### src/rtl/vga_scanout.sv
// Raster scan-out engine: VGA sync/DE timing plus a pixel FIFO fed by a valid/ready stream.
// Define SCANOUT_UNDERRUN_STAT_EN to build the saturating underrun counter; otherwise it reads 0.
module vga_scanout #(
  parameter int H_ACTIVE   = 640,
  parameter int H_FP       = 16,
  parameter int H_SYNC     = 96,
  parameter int H_BP       = 48,
  parameter int V_ACTIVE   = 480,
  parameter int V_FP       = 10,
  parameter int V_SYNC     = 2,
  parameter int V_BP       = 33,
  parameter bit HS_POL     = 1'b0,
  parameter bit VS_POL     = 1'b0,
  parameter int COLOR_W    = 4,
  parameter int FIFO_DEPTH = 16
) (
  input  logic                   vga_clk,
  input  logic                   reset,
  input  logic                   enable,
  input  logic [3*COLOR_W-1:0]   pix_data,
  input  logic                   pix_valid,
  output logic                   pix_ready,
  output logic                   vblank_start,
  output logic                   vga_hs,
  output logic                   vga_vs,
  output logic                   vga_de,
  output logic [COLOR_W-1:0]     vga_r,
  output logic [COLOR_W-1:0]     vga_g,
  output logic [COLOR_W-1:0]     vga_b,
  output logic [15:0]            underrun_count
);
  localparam int H_TOTAL = H_ACTIVE + H_FP + H_SYNC + H_BP;
  localparam int V_TOTAL = V_ACTIVE + V_FP + V_SYNC + V_BP;
  // one spare code so sync-window ends equal to the total still fit
  localparam int HW    = $clog2(H_TOTAL + 1);
  localparam int VW    = $clog2(V_TOTAL + 1);
  localparam int PW    = $clog2(FIFO_DEPTH);
  localparam int CW    = PW + 1;
  localparam int PIX_W = 3 * COLOR_W;

  localparam logic [HW-1:0] H_ACT  = HW'(H_ACTIVE);
  localparam logic [HW-1:0] HS_BEG = HW'(H_ACTIVE + H_FP);
  localparam logic [HW-1:0] HS_END = HW'(H_ACTIVE + H_FP + H_SYNC);
  localparam logic [HW-1:0] H_LAST = HW'(H_TOTAL - 1);
  localparam logic [VW-1:0] V_ACT  = VW'(V_ACTIVE);
  localparam logic [VW-1:0] VS_BEG = VW'(V_ACTIVE + V_FP);
  localparam logic [VW-1:0] VS_END = VW'(V_ACTIVE + V_FP + V_SYNC);
  localparam logic [VW-1:0] V_LAST = VW'(V_TOTAL - 1);
  localparam logic [CW-1:0] FULL_C = CW'(FIFO_DEPTH);

  logic [HW-1:0]    h;
  logic [VW-1:0]    v;
  logic             en_q;
  logic [PIX_W-1:0] mem [FIFO_DEPTH];
  logic [PW-1:0]    wr_ptr, rd_ptr;
  logic [CW-1:0]    count;
  logic             active, full, empty, push, pop, vb_hit, flush, hs_on, vs_on;

  assign active    = enable && (h < H_ACT) && (v < V_ACT);
  assign full      = (count == FULL_C);
  assign empty     = (count == '0);
  assign pix_ready = !full && !reset;
  assign push      = pix_valid && pix_ready;
  assign pop       = active && !empty;
  assign vb_hit    = enable && (h == '0) && (v == V_ACT);
  // the FIFO empties at each vblank and once on the falling edge of enable,
  // so pixels pushed while idle survive as a preload
  assign flush     = vb_hit || (en_q && !enable);
  assign hs_on     = enable && (h >= HS_BEG) && (h < HS_END);
  assign vs_on     = enable && (v >= VS_BEG) && (v < VS_END);

  always_ff @(posedge vga_clk or posedge reset) begin
    if (reset) begin
      h    <= '0;
      v    <= '0;
      en_q <= 1'b0;
    end else begin
      en_q <= enable;
      if (!enable) begin
        h <= '0;
        v <= '0;
      end else if (h == H_LAST) begin
        h <= '0;
        v <= (v == V_LAST) ? '0 : v + VW'(1);
      end else begin
        h <= h + HW'(1);
      end
    end
  end

  always_ff @(posedge vga_clk or posedge reset) begin
    if (reset) begin
      wr_ptr <= '0;
      rd_ptr <= '0;
      count  <= '0;
    end else if (flush) begin
      wr_ptr <= '0;
      rd_ptr <= '0;
      count  <= '0;
    end else begin
      if (push) wr_ptr <= wr_ptr + PW'(1);
      if (pop)  rd_ptr <= rd_ptr + PW'(1);
      case ({push, pop})
        2'b10:   count <= count + CW'(1);
        2'b01:   count <= count - CW'(1);
        default: count <= count;
      endcase
    end
  end

  always_ff @(posedge vga_clk) begin
    if (push && !flush) mem[wr_ptr] <= pix_data;
  end

  // single output stage keeps sync, de, colour and vblank_start aligned
  always_ff @(posedge vga_clk or posedge reset) begin
    if (reset) begin
      vga_hs       <= !HS_POL;
      vga_vs       <= !VS_POL;
      vga_de       <= 1'b0;
      vblank_start <= 1'b0;
      {vga_r, vga_g, vga_b} <= '0;
    end else begin
      vga_hs       <= hs_on ? HS_POL : !HS_POL;
      vga_vs       <= vs_on ? VS_POL : !VS_POL;
      vga_de       <= active;
      vblank_start <= vb_hit;
      {vga_r, vga_g, vga_b} <= pop ? mem[rd_ptr] : '0;
    end
  end

`ifdef SCANOUT_UNDERRUN_STAT_EN
  logic under;
  assign under = active && empty;

  always_ff @(posedge vga_clk or posedge reset) begin
    if (reset)
      underrun_count <= '0;
    else if (under && (underrun_count != 16'hFFFF))
      underrun_count <= underrun_count + 16'd1;
  end
`else
  assign underrun_count = '0;
`endif

endmodule

### config.mk
export PLATFORM = sky130hd
export DESIGN_NAME = vga_scanout
export DESIGN_NICKNAME = d
export VERILOG_FILES = /design/src/rtl/vga_scanout.sv
export SDC_FILE = /design/constraint.sdc
export NUM_CORES = 1
export LEC_CHECK = 0
export CORE_ASPECT_RATIO = 1.2
export CORE_MARGIN = 5
export CORE_UTILIZATION = 40
export CTS_CLUSTER_SIZE = 24
export DETAILED_ROUTE_END_ITERATION = 6
export PLACE_DENSITY = 0.62
export SLEW_MARGIN = 40
export SYNTH_ARGS = -nofsm -noshare
export SYNTH_HDL_FRONTEND = slang
export SYNTH_SLANG_ARGS = --single-unit
### constraint.sdc
create_clock -name vga_clk -period 6.3 [get_ports vga_clk]
set_input_delay 1.575 -clock vga_clk [delete_from_list [all_inputs] [get_ports vga_clk]]
set_output_delay 1.575 -clock vga_clk [all_outputs]
set_load 0.05 [all_outputs]
==> impl_metrics.csv <==
group,metric,value,unit
status,status,"finished clean",
cts,clockRootBuffer,"clkbuf_16",
global_routing,grt_overflow,0,
cts,cts_resized,0,
cts,hold_buffers,0,
cts,clkTransAtPathRegs,0.06,ns
global_routing,grtUsageTotal,14.9,%
drt,vias,4941,
drt,first_pass_iters,4,
setup_path,worst_setup_path_end_kind,"output port",
floorplan,die_x,154,um
cts,post_cts_buffers,0,
yosys,synthesis.instances,546,
yosys,synthFlopType,"edfxtp_1",
run,drv_cap,0,
yosys,avgSynthCellArea,18.2,um2
setup_path,cp_cell_sequence,"clkdlybuf4s50_1 > a21oi_1 > clkdlybuf4s50_1",
placed_design,post-dp-hpwl,13.6,mm
floorplan,die_y,183,um
layout,nets,624,
setup_path,critPathBufInv,2,
setup_path,critPathSlowestCell,"clkdlybuf4s50_1",
power_and_ir_drop,total_power,4.45,mW
cts,numCtsBuffers,25,
setup_path,cp_max_fo,3,
power_and_ir_drop,ir_worst_vdd,0.210,mV
yosys,synth_top_family_by_area,"multiplexers",
setup_path,cpLargestDelayFamily,"buffers and inverters",
layout,utilization,47.0,%
power_and_ir_drop,power.density,385,nW/um2
yosys,async_reset_ff_share,20.7,%
worst_hold_path,hp-class,"flop to flop",
yosys,synth-compound-area-share,1.55,%
timing,min_period_over_period,73.2,%
timing,slew_violations,0,
layout,mostFrequentLayoutCells,"192 x edfxtp_1, 60 x mux4_2, 45 x dfrtp_1",
cts,cts_max_level,1,
floorplan,rows,63,
cts,cts_max_path_buffers,3,
yosys,synthMuxAreaShare,14.0,%
yosys,syn_area,9940,um2
floorplan,floorplan.initialDensity,40.4,%
timing,fmax,217,MHz
power_and_ir_drop,leakage,3.89,nW
yosys,yosysUniqueCellTypes,46,
yosys,ys_ff_latch,242,
setup_path,cpMostUsedCell,"clkdlybuf4s50_1",
timing,setup_viol,0,
setup_path,crit_path_start_kind,"primary input",
global_routing,antenna_found_initial,0,
yosys,synthAdderAreaFrac,1.71,%
setup_path,path_class,"primary input to output port",
cts,clkLatencyLatePin,0.54,ns
drt,drc,0,
setup_path,required,4.72,ns
setup_path,worst_ep_arrival_time,3.04,ns
drt,antenna_left,0,
layout,final_common_cell,"edfxtp_1",
drt,viasPerCell,5.26,
drt,first_iter_violations,270,
yosys,synth-warning-count,0,
yosys,synth_simple_gate_area_share,7.01,%
setup_path,slowest_delay,0.83,ns
timing,rsz0062_at_grt,"false",
timing,worst_slew_pin_slew,0.819,ns
cts,cts.sinks,242,
floorplan,ios,49,
global_routing,grt_pass1_wl,31.7,mm
placed_design,place_ws,1.50,ns
placed_design,routabilityCongestion,0.857,
global_routing,grt_pass1_vias,5140,
placed_design,io_buffers,32,
timing,period_needed,4.61,ns
floorplan,core,24600,um2
cts,cts_tree,"done",
yosys,ys_seq_area_share,70.6,%
drt,drt-total-wl,20.9,mm
layout,area_growth,16.3,%
timing,skew,0.0211,ns
yosys,synth-edff-count,192,
yosys,synth_xor_area_share,2.12,%
timing,slew-limit-headroom,45.2,%
timing,tns,0,ns
global_routing,grt_max_degree,52,
timing,finalHoldViolations,0,
timing,worst_slack,1.69,ns
layout,drive_gt1_share,23.3,%
floorplan,die_area,28100,um2
drt,drt-wirelength-per-cell,22.2,um
layout,n_antenna_cell,0,
[flip-flops by register name, summed over array words and instances (netlist names)]
name,cells
en_q,1
v,10
h,10
count,5
vga_vs,1
vga_g,4
mem,192
vga_b,4
vga_de,1
vga_hs,1
rd_ptr,4
vga_r,4
wr_ptr,4
vblank_start,1
[per-layer routing]
metal	vias up	wire length [um]	GRT usage, %	part of all wire [%]
met2	128	10900	26.2	52
met3	29	1090	2.61	5.2
met5	-	0	0	0
met4	0	421	3.67	2.0
met1	2588	8460	19.2	41
li1	2196	-	-	-
[final cells by class]
class / instances / area (um2)
clock buffers: 32 / 672
repair buffers: 48 / 453
inverters: 14 / 52.6
well taps: 325 / 407
clock inverters: 14 / 169
multi-input cells: 264 / 2780
fillers: 2111 / 13000
flip-flops and latches: 242 / 7030
[where the power goes]
group,internal [mW],switching [mW],total [mW]
logic,0.484,0.550,1.03
clock network,0.884,0.605,1.49
registers,1.81,0.112,1.93
[Yosys cell counts, drive strengths merged (5+ instances only)]
cell / n / area (um2)
edfxtp: 192 / 5770
mux4: 60 / 1350
dfrtp: 48 / 1200
buf: 27 / 186
nor2: 26 / 97.6
nand2: 17 / 63.8
nor2b: 16 / 100
clkbuf: 14 / 52.6
inv: 14 / 52.6
nor4: 13 / 87.6
xnor2: 13 / 114
ha: 12 / 150
xor2: 11 / 96.3
and2: 10 / 62.6
nand4: 10 / 62.6
nand3: 9 / 45.0
a21oi: 7 / 35.0
and3: 5 / 31.3
[worst reg2reg max path, cell delays in order (launching register included)]
cell and delay, ns:
dfrtp_1 0.42, or4_1 0.57, o2111ai_2 0.18, buf_4 0.30, or2_2 0.19, inv_1 0.08, ha_1 0.32, nor2b_1 0.14
o21a_1 0.17, or4_1 0.43, a21o_1 0.17, a21oi_1 0.13
[cell families (layout without fill, tap and decap cells)]
group           Yosys count  in the layout
other cells               1             16
fa+ha+maj                13             13
flops                   242            242
simple gates            126            126
xor+xnor                 24             24
compound gates           21             21
mux                      64             64
buf+inv                  55            108
[final timing paths]
check                                      from                     to  slack, ns  cells after the start
setup / recovery                          reset              pix_ready       1.69                      3
hold / removal                   h[0]$_DFF_PP0_         h[0]$_DFF_PP0_       0.51                      1
setup reg to reg           count[1]$_DFFE_PP0P_   count[4]$_DFFE_PP0P_       3.12                     11
hold reg to reg                  h[0]$_DFF_PP0_         h[0]$_DFF_PP0_       0.51                      1
max in group asynchronous                 reset  rd_ptr[0]$_DFFE_PP0P_       4.16                      3
min in group asynchronous                 reset       vga_de$_DFF_PP0_       1.60                      3
[through the flow]
step | cells | hold slack [ns] | cell area, um2
2_1_floorplan | 561 | 0.473 | 9990
3_3_place_gp | 892 | 0.504 | 10700
3_5_place_dp | 893 | 0.506 | 10700
4_1_cts | 939 | 0.513 | 11600
5_1_grt | 939 | 0.539 | 11600
6_report | 939 | 0.507 | 11600
Note: power is estimated with default switching activity, not from simulation.
